<file path="config.mk">
export PLATFORM = sky130hd
export DESIGN_NAME = output_fifo_reader
export DESIGN_NICKNAME = d
export VERILOG_FILES = /design/src/rtl/conv_pkg.sv /design/src/rtl/output_fifo_reader.sv
export SDC_FILE = /design/constraint.sdc
export NUM_CORES = 1
export LEC_CHECK = 0
export CAP_MARGIN = 40
export CORE_ASPECT_RATIO = 1.75
export CORE_MARGIN = 2
export CORE_UTILIZATION = 35
export DETAILED_ROUTE_END_ITERATION = 12
export GPL_ROUTABILITY_DRIVEN = 0
export PLACE_DENSITY = 0.63
export SLEW_MARGIN = 20
export SYNTH_ARGS = -nofsm -noshare
export SYNTH_HDL_FRONTEND = slang
export SYNTH_SLANG_ARGS = --single-unit
export TNS_END_PERCENT = 5
</file>
<file path="constraint.sdc">
create_clock -name clk -period 7.2 [get_ports clk]
set_input_delay 1.08 -clock clk [delete_from_list [all_inputs] [get_ports clk]]
set_output_delay 1.08 -clock clk [all_outputs]
set_load 0.01 [all_outputs]
</file>
<file path="src/rtl/conv_pkg.sv">
// Shared constants and types for the convolution result path.
//   W      pixel width, equal to the output FIFO data width
//   PACK   pixels packed into one bus word
//   CNT_W  width of the per-run pixel count
//   BUS_W  packed word width (W*PACK)
//   rd_state_t  states of the output FIFO reader
package conv_pkg;

  localparam int W     = 8;
  localparam int PACK  = 4;
  localparam int CNT_W = 20;
  localparam int BUS_W = W * PACK;

  typedef enum logic [2:0] {
    IDLE,
    FETCH,
    CAPTURE,
    SEND,
    DONE
  } rd_state_t;

endpackage

</file>
<file path="src/rtl/output_fifo_reader.sv">
// Drains convolution result pixels from the output FIFO, packs PACK pixels
// per bus word and presents the words on a valid/ready stream.
// Ports:
//   clk, rstn        system clock, synchronous active-low reset
//   start            one-cycle pulse beginning a run (ignored while busy)
//   total_count      pixels to drain, sampled on start
//   fifo_rd_en       read strobe to the output FIFO
//   fifo_rd_data     FIFO data, valid the cycle after fifo_rd_en
//   fifo_empty       FIFO empty flag
//   fifo_wr_en       producer write strobe into the same FIFO
//   m_data           packed word, pixel 0 in the low lane
//   m_keep           thermometer lane-valid mask
//   m_last           final word of the run
//   m_valid/m_ready  output stream handshake
//   busy             run in progress
//   done             one-cycle pulse after the last word is accepted
module output_fifo_reader
  import conv_pkg::*;
(
  input  logic             clk,
  input  logic             rstn,
  input  logic             start,
  input  logic [CNT_W-1:0] total_count,
  output logic             fifo_rd_en,
  input  logic [W-1:0]     fifo_rd_data,
  input  logic             fifo_empty,
  input  logic             fifo_wr_en,
  output logic [BUS_W-1:0] m_data,
  output logic [PACK-1:0]  m_keep,
  output logic             m_last,
  output logic             m_valid,
  input  logic             m_ready,
  output logic             busy,
  output logic             done
);

  localparam int LANE_W = (PACK > 1) ? $clog2(PACK) : 1;
  localparam logic [LANE_W-1:0] LAST_LANE = LANE_W'(PACK - 1);

  rd_state_t         state_reg, state_next;
  logic [CNT_W-1:0]  remaining_reg, remaining_next;
  logic [LANE_W-1:0] lane_reg, lane_next;
  logic [BUS_W-1:0]  word_reg, word_next;
  logic [PACK-1:0]   keep_reg, keep_next;

  // The FIFO silently drops a read that collides with a write, so the
  // strobe is held off whenever the producer is writing.
  assign fifo_rd_en = (state_reg == FETCH) && !fifo_empty && !fifo_wr_en;

  assign m_data  = word_reg;
  assign m_keep  = keep_reg;
  assign m_valid = (state_reg == SEND);
  assign m_last  = (state_reg == SEND) && (remaining_reg == '0);
  assign busy    = (state_reg != IDLE);
  assign done    = (state_reg == DONE);

  always_comb begin
    state_next     = state_reg;
    remaining_next = remaining_reg;
    lane_next      = lane_reg;
    word_next      = word_reg;
    keep_next      = keep_reg;

    case (state_reg)
      IDLE: begin
        if (start) begin
          if (total_count == '0) begin
            state_next = DONE;
          end else begin
            remaining_next = total_count;
            lane_next      = '0;
            word_next      = '0;
            keep_next      = '0;
            state_next     = FETCH;
          end
        end
      end

      FETCH: begin
        if (fifo_rd_en) begin
          state_next = CAPTURE;
        end
      end

      CAPTURE: begin
        // Lanes fill from bit 0 upward, so keep grows as a thermometer.
        word_next[int'(lane_reg)*W +: W] = fifo_rd_data;
        keep_next[lane_reg]              = 1'b1;
        remaining_next                   = remaining_reg - 1'b1;
        if ((lane_reg == LAST_LANE) || (remaining_next == '0)) begin
          state_next = SEND;
        end else begin
          lane_next  = lane_reg + 1'b1;
          state_next = FETCH;
        end
      end

      SEND: begin
        if (m_ready) begin
          // Clearing on every handshake keeps unfilled lanes of the next
          // (possibly partial) word at zero.
          word_next  = '0;
          keep_next  = '0;
          lane_next  = '0;
          state_next = (remaining_reg == '0) ? DONE : FETCH;
        end
      end

      DONE: begin
        state_next = IDLE;
      end

      default: begin
        state_next = IDLE;
      end
    endcase
  end

  always_ff @(posedge clk) begin
    if (!rstn) begin
      state_reg     <= IDLE;
      remaining_reg <= '0;
      lane_reg      <= '0;
      word_reg      <= '0;
      keep_reg      <= '0;
    end else begin
      state_reg     <= state_next;
      remaining_reg <= remaining_next;
      lane_reg      <= lane_next;
      word_reg      <= word_next;
      keep_reg      <= keep_next;
    end
  end

endmodule
</file>
==> impl_metrics.env, run 1 <==
export IMPL_end_kind="output port"
export IMPL_crit_path_top_delay_cell="dfxtp_1"
export IMPL_synth_top_area_share_pct=38.5
export IMPL_clock_root_buffer="clkbuf_16"
export IMPL_rsz0062_at_grt="no"
export IMPL_cp_max_fo=25
export IMPL_final_antenna_net_count=0
export IMPL_power_per_cell_area_nw_per_um2=242
export IMPL_hold_viol_final=0
export IMPL_core_um2=8920
export IMPL_chipHeight_um=130
export IMPL_grt_overflow_total=0
export IMPL_outcome="completed"
export IMPL_critPathBufInv=2
export IMPL_grt_pass1_vias=3333
export IMPL_synth_compound_area_share_pct=26.5
export IMPL_cp_arrival_ns=3.03
export IMPL_dp_hpwl_um=7520
export IMPL_rows=46
export IMPL_htree_levels=3
export IMPL_synthTopCellsByArea="dfxtp_1, a22oi_1, nor2_1, a21oi_1, nand2_1"
export IMPL_synth_edff_count=0
export IMPL_post_cts_buffers=0
export IMPL_reg2reg_slack_ns=4.47
export IMPL_hold_end="remaining_reg[12]"
export IMPL_place_area_um2=4010
export IMPL_synthMuxAreaShare_pct=0.355
export IMPL_ios=75
export IMPL_multiInputGateArea_um2=1810
export IMPL_setup_tns_ns=0
export IMPL_area_growth_pct=37.6
export IMPL_regArea_um2=1220
export IMPL_worst_path_dominant_cell_family="buffers and inverters"
export IMPL_dr_pass1_iters=7
export IMPL_synth_xor_area_share_pct=1.38
export IMPL_drt_iter0_markers=226
export IMPL_yosys_area_share_simple_pct=26.4
export IMPL_cts_inserted_buffers=9
export IMPL_yosysUniqueCellTypes=56
export IMPL_start_util_pct=35.6
export IMPL_max_slew_margin_rel_pct=44.9
export IMPL_synthCells=387
export IMPL_insertion_delay_ns=0.33
export IMPL_reg2regPathDepth=6
export IMPL_path_class="flop to output port"
export IMPL_synth_nets=427
export IMPL_largest_register_ffs=32
export IMPL_via_per_inst=5.73
export IMPL_fin_nets=501
export IMPL_post_route_period_util_pct=57.0
export IMPL_clkSlewWorstSetupHoldPaths_ns=0.05
export IMPL_drc=0
export IMPL_antenna_found_initial=0
export IMPL_netlist_area_um2=3170
export IMPL_synth_yosys_seq_area_share_pct=38.5
export IMPL_r2r_start="state_reg[1]"
export IMPL_grt_pass1_wl_um=16500
export IMPL_synth_top_family_by_area="compound AO/OA/AOI/OAI gates"
export IMPL_track_usage_pct=21.1
export IMPL_final_layout_size_suffix_gt1_share_pct=8.80
export IMPL_timing_final_max_slew_violations=0
export IMPL_fillers=878
export IMPL_finalSetupViolCount=0
export IMPL_avgSynthCellArea_um2=8.20
export IMPL_vias=3356
export IMPL_final_core_util_pct=48.9
export IMPL_synth_most_common_cell="dfxtp_1"
export IMPL_fin_skew_ns=0.00610
export IMPL_path_depth=4
export IMPL_fmax_mhz=243
export IMPL_dieArea_um2=9870
export IMPL_cts_hold_repair_buffers=0
export IMPL_synth_top_cell_by_area="dfxtp_1"
export IMPL_ys_seq_elements=61
export IMPL_cp_data_required_time_ns=6.12
export IMPL_synth_fa_ha_area_share_pct=2.37
export IMPL_cts_tree="built"
export IMPL_cap_violations=0
export IMPL_ys_warn_count=0
export IMPL_design_area_um2=4370
export IMPL_cts_resized=0
export IMPL_async_reset_ff_share_pct=0
export IMPL_grt_max_degree=52
export IMPL_path_cells="clkinv_1, nor3_1, nor4bb_1, clkdlybuf4s50_1"
export IMPL_tightestPinTransition_ns=0.826
export IMPL_ys_top_cells_by_count="dfxtp_1, nor2_1, a22oi_1, nand2_1, a21oi_1"
export IMPL_p_leak_nw=1.54
export IMPL_clkSinkCount=61
export IMPL_min_delay_start="remaining_reg[12]"
export IMPL_cp_start_kind="flop"
export IMPL_r2r_end="remaining_reg[8]"
export IMPL_min_path_cells=2
export IMPL_diodes=0
export IMPL_hp_class="flop to flop"
export IMPL_period_needed_ns=4.11
export IMPL_vdd_ir_drop_max_uv=146
export IMPL_drt_wirelength_per_cell_um=17.6
export IMPL_ys_flop_type="dfxtp_1"
export IMPL_wl_um=10300
export IMPL_clk_path_buf_depth=2
export IMPL_chipWidth_um=76.0
export IMPL_portBuffers=74
export IMPL_cpPeakStageDelay_ns=0.85
==> placed cells by master (no fill, tap or decap), types with 4 or more instances in the layout <==
cell type and instances:
a211oi_1 7, a21o_1 5, a21oi_1 32, a22oi_1 33
a31oi_1 5, buf_4 7, clkbuf_16 9, clkdlybuf4s50_1 74
dfxtp_1 61, ha_1 6, inv_1 5, nand2_1 33
nand3_1 5, nand4_1 5, nor2_1 55, nor2b_1 9
nor3_1 14, nor4_1 15, o21a_1 4, o21ai_0 19
o221a_2 4, o221ai_1 5
==> tightest hold or removal path, cell delays in order, from the launching register on <==
cell and delay (ns):
dfxtp_1 0.33, nand2_1 0.07, a21oi_1 0.05
==> layer usage <==
metal	track usage, %	vias up	wire, µm	share of wire [%]
met5	0	-	0	0
met4	15.2	0	493	4.8
met3	5.33	29	635	6.2
met2	38.1	143	5390	52
met1	21.2	1574	3770	37
li1	-	1610	-	-
==> cell families (layout without fill, tap and decap cells) <==
group           Yosys count  after routing
buf+inv                  26            105
mux                       1              1
flops                    61             61
compound gates          126            126
xor+xnor                  5              5
fa+ha+maj                 6              6
simple gates            162            162
==> final cells by class <==
cell class / instances / area share [%]
inverter: 7 / 0.602
clock buffer: 11 / 5.79
multi-input combinational: 300 / 41.5
timing repair buffer: 82 / 18.3
tap: 120 / 3.44
sequential: 61 / 28.0
clock inverter: 5 / 2.44
==> worst max path at each step <==
| stage | from | endpoint |
|---|---|---|
| 4_1_cts | state_reg[1] | m_last |
| 5_1_grt | state_reg[1] | m_last |
| 6_report | state_reg[1] | m_last |
| 3_5_place_dp | fifo_empty | fifo_rd_en |
| 3_3_place_gp | fifo_empty | fifo_rd_en |
| 2_1_floorplan | fifo_empty | fifo_rd_en |
==> through the flow <==
step,setup slack [ns],instances,power [mW],hold WS [ns]
detailed placement,3.49,570,0.547,0.494
CTS,3.13,586,1.06,0.501
finish,3.09,586,1.05,0.504
floorplan,4.40,387,0.484,0.470
global placement,3.53,569,0.544,0.475
global route,2.88,586,1.10,0.524
==> report_power, final <==
| group | switching (mW) | internal (mW) | leakage (nW) |
|---|---|---|---|
| clock network | 0.156 | 0.357 | 0.172 |
| logic | 0.0999 | 0.0689 | 0.871 |
| registers | 0.0218 | 0.351 | 0.496 |
Power figures use the tool's default switching activity.
==> run 2: changes to the inputs <==
==> constraint.sdc (replaced) <==
create_clock -name clk -period 4.2 [get_ports clk]
set_input_delay 0.63 -clock clk [delete_from_list [all_inputs] [get_ports clk]]
set_output_delay 0.63 -clock clk [all_outputs]
set_load 0.01 [all_outputs]
==> run 2 against run 1 <==
Clock power up 34%; worst setup slack got worse by 2.6 ns; clock skew decreased by 0.00091 ns; clock-buffer cell count rose by 1; flip-flop and latch count stayed put; combinational power rose by 76%; sequential power is 72% higher; global-route usage grew 0.14 points; final cell count stayed put; power is 54% higher; critical path type unchanged; critical endpoint unchanged; largest cell class unchanged.
==> impl_metrics.env, run 2 (synthesized netlist as in run 1, its figures left out) <==
export IMPL_min_path_cells=2
export IMPL_antenna_found_initial=0
export IMPL_cap_violations=0
export IMPL_intPower_mw=1.15
export IMPL_path_class="flop to output port"
export IMPL_core_um2=8920
export IMPL_cpPeakStageDelay_ns=0.84
export IMPL_drt_wirelength_per_cell_um=17.8
export IMPL_fmax_mhz=271
export IMPL_pre_cts_slack_ns=0.914
export IMPL_clkPwrFrac_pct=42.3
export IMPL_design_area_um2=4290
export IMPL_hold_viol_final=0
export IMPL_p_switching_mw=0.470
export IMPL_grt_pass1_vias=3384
export IMPL_clock_root_buffer="clkbuf_16"
export IMPL_fillers=875
export IMPL_fin_skew_ns=0.00519
export IMPL_grt_pass1_wl_um=16400
export IMPL_switching_share_pct=29.0
export IMPL_place_area_um2=4010
export IMPL_mostFrequentLayoutCells="clkdlybuf4s50_1, dfxtp_1, nor2_1, nand2_1, a22oi_1"
export IMPL_vdd_ir_drop_max_uv=214
export IMPL_post_route_period_util_pct=88.0
export IMPL_clkSlewWorstSetupHoldPaths_ns=0.05
export IMPL_portBuffers=74
export IMPL_final_antenna_net_count=0
export IMPL_final_core_util_pct=48.1
export IMPL_htree_levels=3
export IMPL_dieArea_um2=9870
export IMPL_rows=46
export IMPL_cp_max_fo=25
export IMPL_p_seq_share_pct=39.4
export IMPL_cts_tree="built"
export IMPL_fin_ws_ns=0.504
export IMPL_via_per_inst=5.71
export IMPL_setup_tns_ns=0
export IMPL_power_frac_comb_pct=18.3
export IMPL_clk_path_buf_depth=2
export IMPL_dp_hpwl_um=7520
export IMPL_reg2regPathDepth=8
export IMPL_grt_max_degree=52
export IMPL_end_kind="output port"
export IMPL_p_leak_nw=1.50
export IMPL_post_cts_buffers=0
export IMPL_cts_hold_repair_buffers=0
export IMPL_finalSetupViolCount=0
export IMPL_chipHeight_um=130
export IMPL_period_needed_ns=3.70
export IMPL_path_cells="clkinv_1, nor3_1, nor4bb_1, clkdlybuf4s50_1"
export IMPL_track_usage_pct=21.3
export IMPL_final_common_cell="clkdlybuf4s50_1"
export IMPL_dr_pass1_iters=5
export IMPL_chipWidth_um=76.0
export IMPL_power_per_cell_area_nw_per_um2=378
export IMPL_drc=0
export IMPL_crit_path_top_delay_cell="dfxtp_1"
export IMPL_hp_class="flop to flop"
export IMPL_tightestPinTransition_ns=0.838
export IMPL_max_slew_margin_rel_pct=44.0
export IMPL_instances_no_fill=586
export IMPL_area_growth_pct=35.2
export IMPL_cts_resized=0
export IMPL_timing_final_max_slew_violations=0
export IMPL_vias=3348
export IMPL_insertion_delay_ns=0.33
export IMPL_diodes=0
export IMPL_grt_overflow_total=0
export IMPL_drt_iter0_markers=256
export IMPL_final_layout_size_suffix_gt1_share_pct=8.58
export IMPL_outcome="completed"
export IMPL_cp_arrival_ns=3.07
export IMPL_clkSinkCount=61
export IMPL_cts_inserted_buffers=9
export IMPL_rsz0062_at_grt="no"
export IMPL_start_util_pct=35.6
export IMPL_ios=75
export IMPL_cp_data_required_time_ns=3.57
export IMPL_fin_nets=501
export IMPL_largest_register_ffs=32
export IMPL_wl_um=10400
export IMPL_dp_cells=570
export IMPL_cp_start_kind="flop"
run 2: changes by cell type in the layout (fill, tap and decap cells not counted):
cell,previous run,this run
clkinv_2,0,3
buf_2,1,0
bufinv_16,3,0
clkbuf_1,0,1
clkinv_4,1,0
buf_4,7,8
run 2: path summary, 6_finish.rpt:
| path | startpoint | end | slack, ns |
|---|---|---|---|
| setup / recovery | state_reg[1] | m_last | 0.50 |
| hold / removal | m_keep[3] | m_keep[3] | 0.50 |
| setup reg to reg | remaining_reg[1] | state_reg[1] | 1.53 |
| hold reg to reg | m_keep[3] | m_keep[3] | 0.50 |
run 2: cell type report:
| cell class | count | area [µm²] | share of cell area, % |
|---|---|---|---|
| inverters | 7 | 26.3 | 0.613 |
| clock inverters | 4 | 22.5 | 0.525 |
| flip-flops and latches | 61 | 1220 | 28.5 |
| repair buffers | 82 | 801 | 18.7 |
| multi-input cells | 300 | 1810 | 42.2 |
| clock buffers | 12 | 256 | 5.98 |
| well taps | 120 | 150 | 3.50 |
run 2: metal layers:
metal  global-route usage (%)  up-vias  routed length (µm)
met1                     20.4     1583                3820
met4                     13.3        0                 449
met2                     39.5      130                5550
met3                     6.64       30                 606
met5                        0        -                   0
li1                         -     1605                   -
run 2: power by group through the flow:
stage | Sequential, mW | Clock (mW) | Combinational, mW
after CTS | 0.636 | 0.701 | 0.296
final | 0.638 | 0.685 | 0.297
after global placement | 0.647 | 0 | 0.291
after global routing | 0.642 | 0.723 | 0.323
after floorplan | 0.635 | 0 | 0.195
after detailed placement | 0.648 | 0 | 0.294
run 2: critical path, delay by kind of cell, from the launching register on:
| kind | cells | cell delay [ns] |
|---|---|---|
| flops | 1 | 0.84 |
| buf+inv | 2 | 1.07 |
| simple gates | 2 | 0.82 |
run 2: through the flow:
step	hold WS, ns	power, mW
finish	0.495	1.62
global route	0.514	1.69
CTS	0.496	1.63
detailed placement	0.488	0.942
global placement	0.475	0.938
floorplan	0.470	0.830
==> run 3: changes to the inputs <==
--- a/config.mk
+++ b/config.mk
@@ -11,6 +11,7 @@
 export CORE_UTILIZATION = 35
 export DETAILED_ROUTE_END_ITERATION = 12
 export GPL_ROUTABILITY_DRIVEN = 0
+export GPL_TIMING_DRIVEN = 0
 export PLACE_DENSITY = 0.63
 export SLEW_MARGIN = 20
 export SYNTH_ARGS = -nofsm -noshare
==> run 3 against run 2 <==
Global-route usage grew 1.5 points; combinational power grew 5%; clock skew about the same; wire length rose by 6.8%; power is 12% higher; highest routed layer unchanged.
==> impl_metrics.env, run 3 (synthesized netlist as in run 1, its figures left out) <==
export IMPL_final_common_cell="clkdlybuf4s50_1"
export IMPL_place_area_um2=4080
export IMPL_setup_tns_ns=0
export IMPL_grt_overflow_total=0
export IMPL_htree_levels=3
export IMPL_track_usage_pct=22.7
export IMPL_cpPeakStageDelay_ns=0.63
export IMPL_worst_path_dominant_cell_family="simple AND/OR/NAND/NOR gates"
export IMPL_vdd_ir_drop_max_uv=255
export IMPL_grt_pass1_vias=3335
export IMPL_instances_no_fill=597
export IMPL_rows=46
export IMPL_path_cells="inv_1, ha_1, nor3b_2, nand4_1, nor4bb_1, clkdlybuf4s50_1"
export IMPL_wl_um=11100
export IMPL_cp_start_kind="flop"
export IMPL_drt_iter0_markers=271
export IMPL_final_core_util_pct=49.7
export IMPL_start_util_pct=35.6
export IMPL_post_cts_buffers=0
export IMPL_largest_register_ffs=32
export IMPL_grt_max_degree=11
export IMPL_insertion_delay_ns=0.33
export IMPL_dp_cells=581
export IMPL_drt_wirelength_per_cell_um=18.7
export IMPL_clock_root_buffer="clkbuf_16"
export IMPL_cts_tree="built"
export IMPL_period_needed_ns=3.65
export IMPL_core_um2=8920
export IMPL_cp_max_fo=9
export IMPL_fin_ws_ns=0.554
export IMPL_cts_hold_repair_buffers=0
export IMPL_chipWidth_um=76.0
export IMPL_area_growth_pct=39.8
export IMPL_path_class="flop to output port"
export IMPL_clkSinkCount=61
export IMPL_p_leak_nw=1.56
export IMPL_chipHeight_um=130
export IMPL_design_area_um2=4430
export IMPL_crit_path_top_delay_cell="clkdlybuf4s50_1"
export IMPL_drc=0
export IMPL_cts_inserted_buffers=9
export IMPL_regArea_um2=1220
export IMPL_post_route_period_util_pct=86.8
export IMPL_dieArea_um2=9870
export IMPL_ios=75
export IMPL_portBuffers=74
export IMPL_fin_nets=513
export IMPL_critPathBufInv=2
export IMPL_cap_violations=0
export IMPL_tightestPinTransition_ns=0.867
export IMPL_fin_skew_ns=0.00496
export IMPL_clk_path_buf_depth=2
export IMPL_antenna_found_initial=0
export IMPL_finalSetupViolCount=0
export IMPL_vias=3434
export IMPL_pre_cts_slack_ns=0.876
export IMPL_power_per_cell_area_nw_per_um2=408
export IMPL_cts_resized=0
export IMPL_diodes=0
export IMPL_mostFrequentLayoutCells="clkdlybuf4s50_1, dfxtp_1, nor2_1, nand2_1, a22oi_1"
export IMPL_final_layout_size_suffix_gt1_share_pct=8.81
export IMPL_fmax_mhz=274
export IMPL_end_kind="output port"
export IMPL_hp_class="flop to flop"
export IMPL_dr_pass1_iters=6
export IMPL_grt_pass1_wl_um=17400
export IMPL_timing_final_max_slew_violations=0
export IMPL_dp_hpwl_um=8210
export IMPL_hold_viol_final=0
export IMPL_outcome="completed"
export IMPL_rsz0062_at_grt="no"
export IMPL_max_slew_margin_rel_pct=41.7
export IMPL_clkSlewWorstSetupHoldPaths_ns=0.06
export IMPL_multiInputGateArea_um2=1830
export IMPL_cp_arrival_ns=3.02
export IMPL_via_per_inst=5.75
export IMPL_fillers=854
export IMPL_cp_data_required_time_ns=3.57
export IMPL_final_antenna_net_count=0
[run 3: cell types whose count changed in the layout (fill, tap and decap cells not counted), sizes merged]
cell	previous run	this run
clkinvlp	1	0
bufinv	0	3
buf	8	5
clkinv	5	3
clkbuf	12	26
[run 3: tightest hold or removal path, cell delays in order (launching register included)]
cell     delay, ns
dfxtp_1       0.33
a21oi_1       0.04
nor2b_1       0.09
[run 3: final timing paths]
kind | from | slack (ns) | endpoint | cells past startpoint
hold reg to reg | m_keep[3] | 0.49 | m_keep[3] | 2
setup reg to reg | remaining_reg[0] | 1.44 | state_reg[1] | 8
setup / recovery | remaining_reg[0] | 0.55 | m_last | 6
hold / removal | m_keep[3] | 0.49 | m_keep[3] | 2
[run 3: cell type report]
type	count	share of cell area, %
timing repair buffer	75	16.8
clock buffer	11	5.70
multi-input combinational	300	41.3
buffer	19	2.57
sequential	61	27.5
tap	120	3.39
inverter	7	0.593
clock inverter	4	2.14
[run 3: power by group]
| part | switching [mW] | total (mW) | internal [mW] | leakage [nW] |
|---|---|---|---|---|
| registers | 0.0310 | 0.632 | 0.601 | 0.496 |
| logic | 0.188 | 0.312 | 0.124 | 0.889 |
| clock network | 0.258 | 0.865 | 0.607 | 0.172 |
| total | 0.477 | 1.81 | 1.33 | 1.56 |
[run 3: through the flow]
stage	power (mW)	hold slack, ns
after global routing	1.87	0.513
after detailed placement	0.946	0.483
after CTS	1.81	0.496
after global placement	0.943	0.482
after floorplan	0.830	0.470
final	1.81	0.490
[run 3: per-layer routing]
metal / GRT usage, % / vias to the layer above / wire length, µm / part of all wire (%)
met5: 0 / - / 0 / 0
met2: 41.6 / 138 / 5810 / 52
met3: 6.43 / 42 / 657 / 5.9
met1: 22.5 / 1631 / 4080 / 37
li1: - / 1623 / - / -
met4: 15.2 / 0 / 591 / 5.3
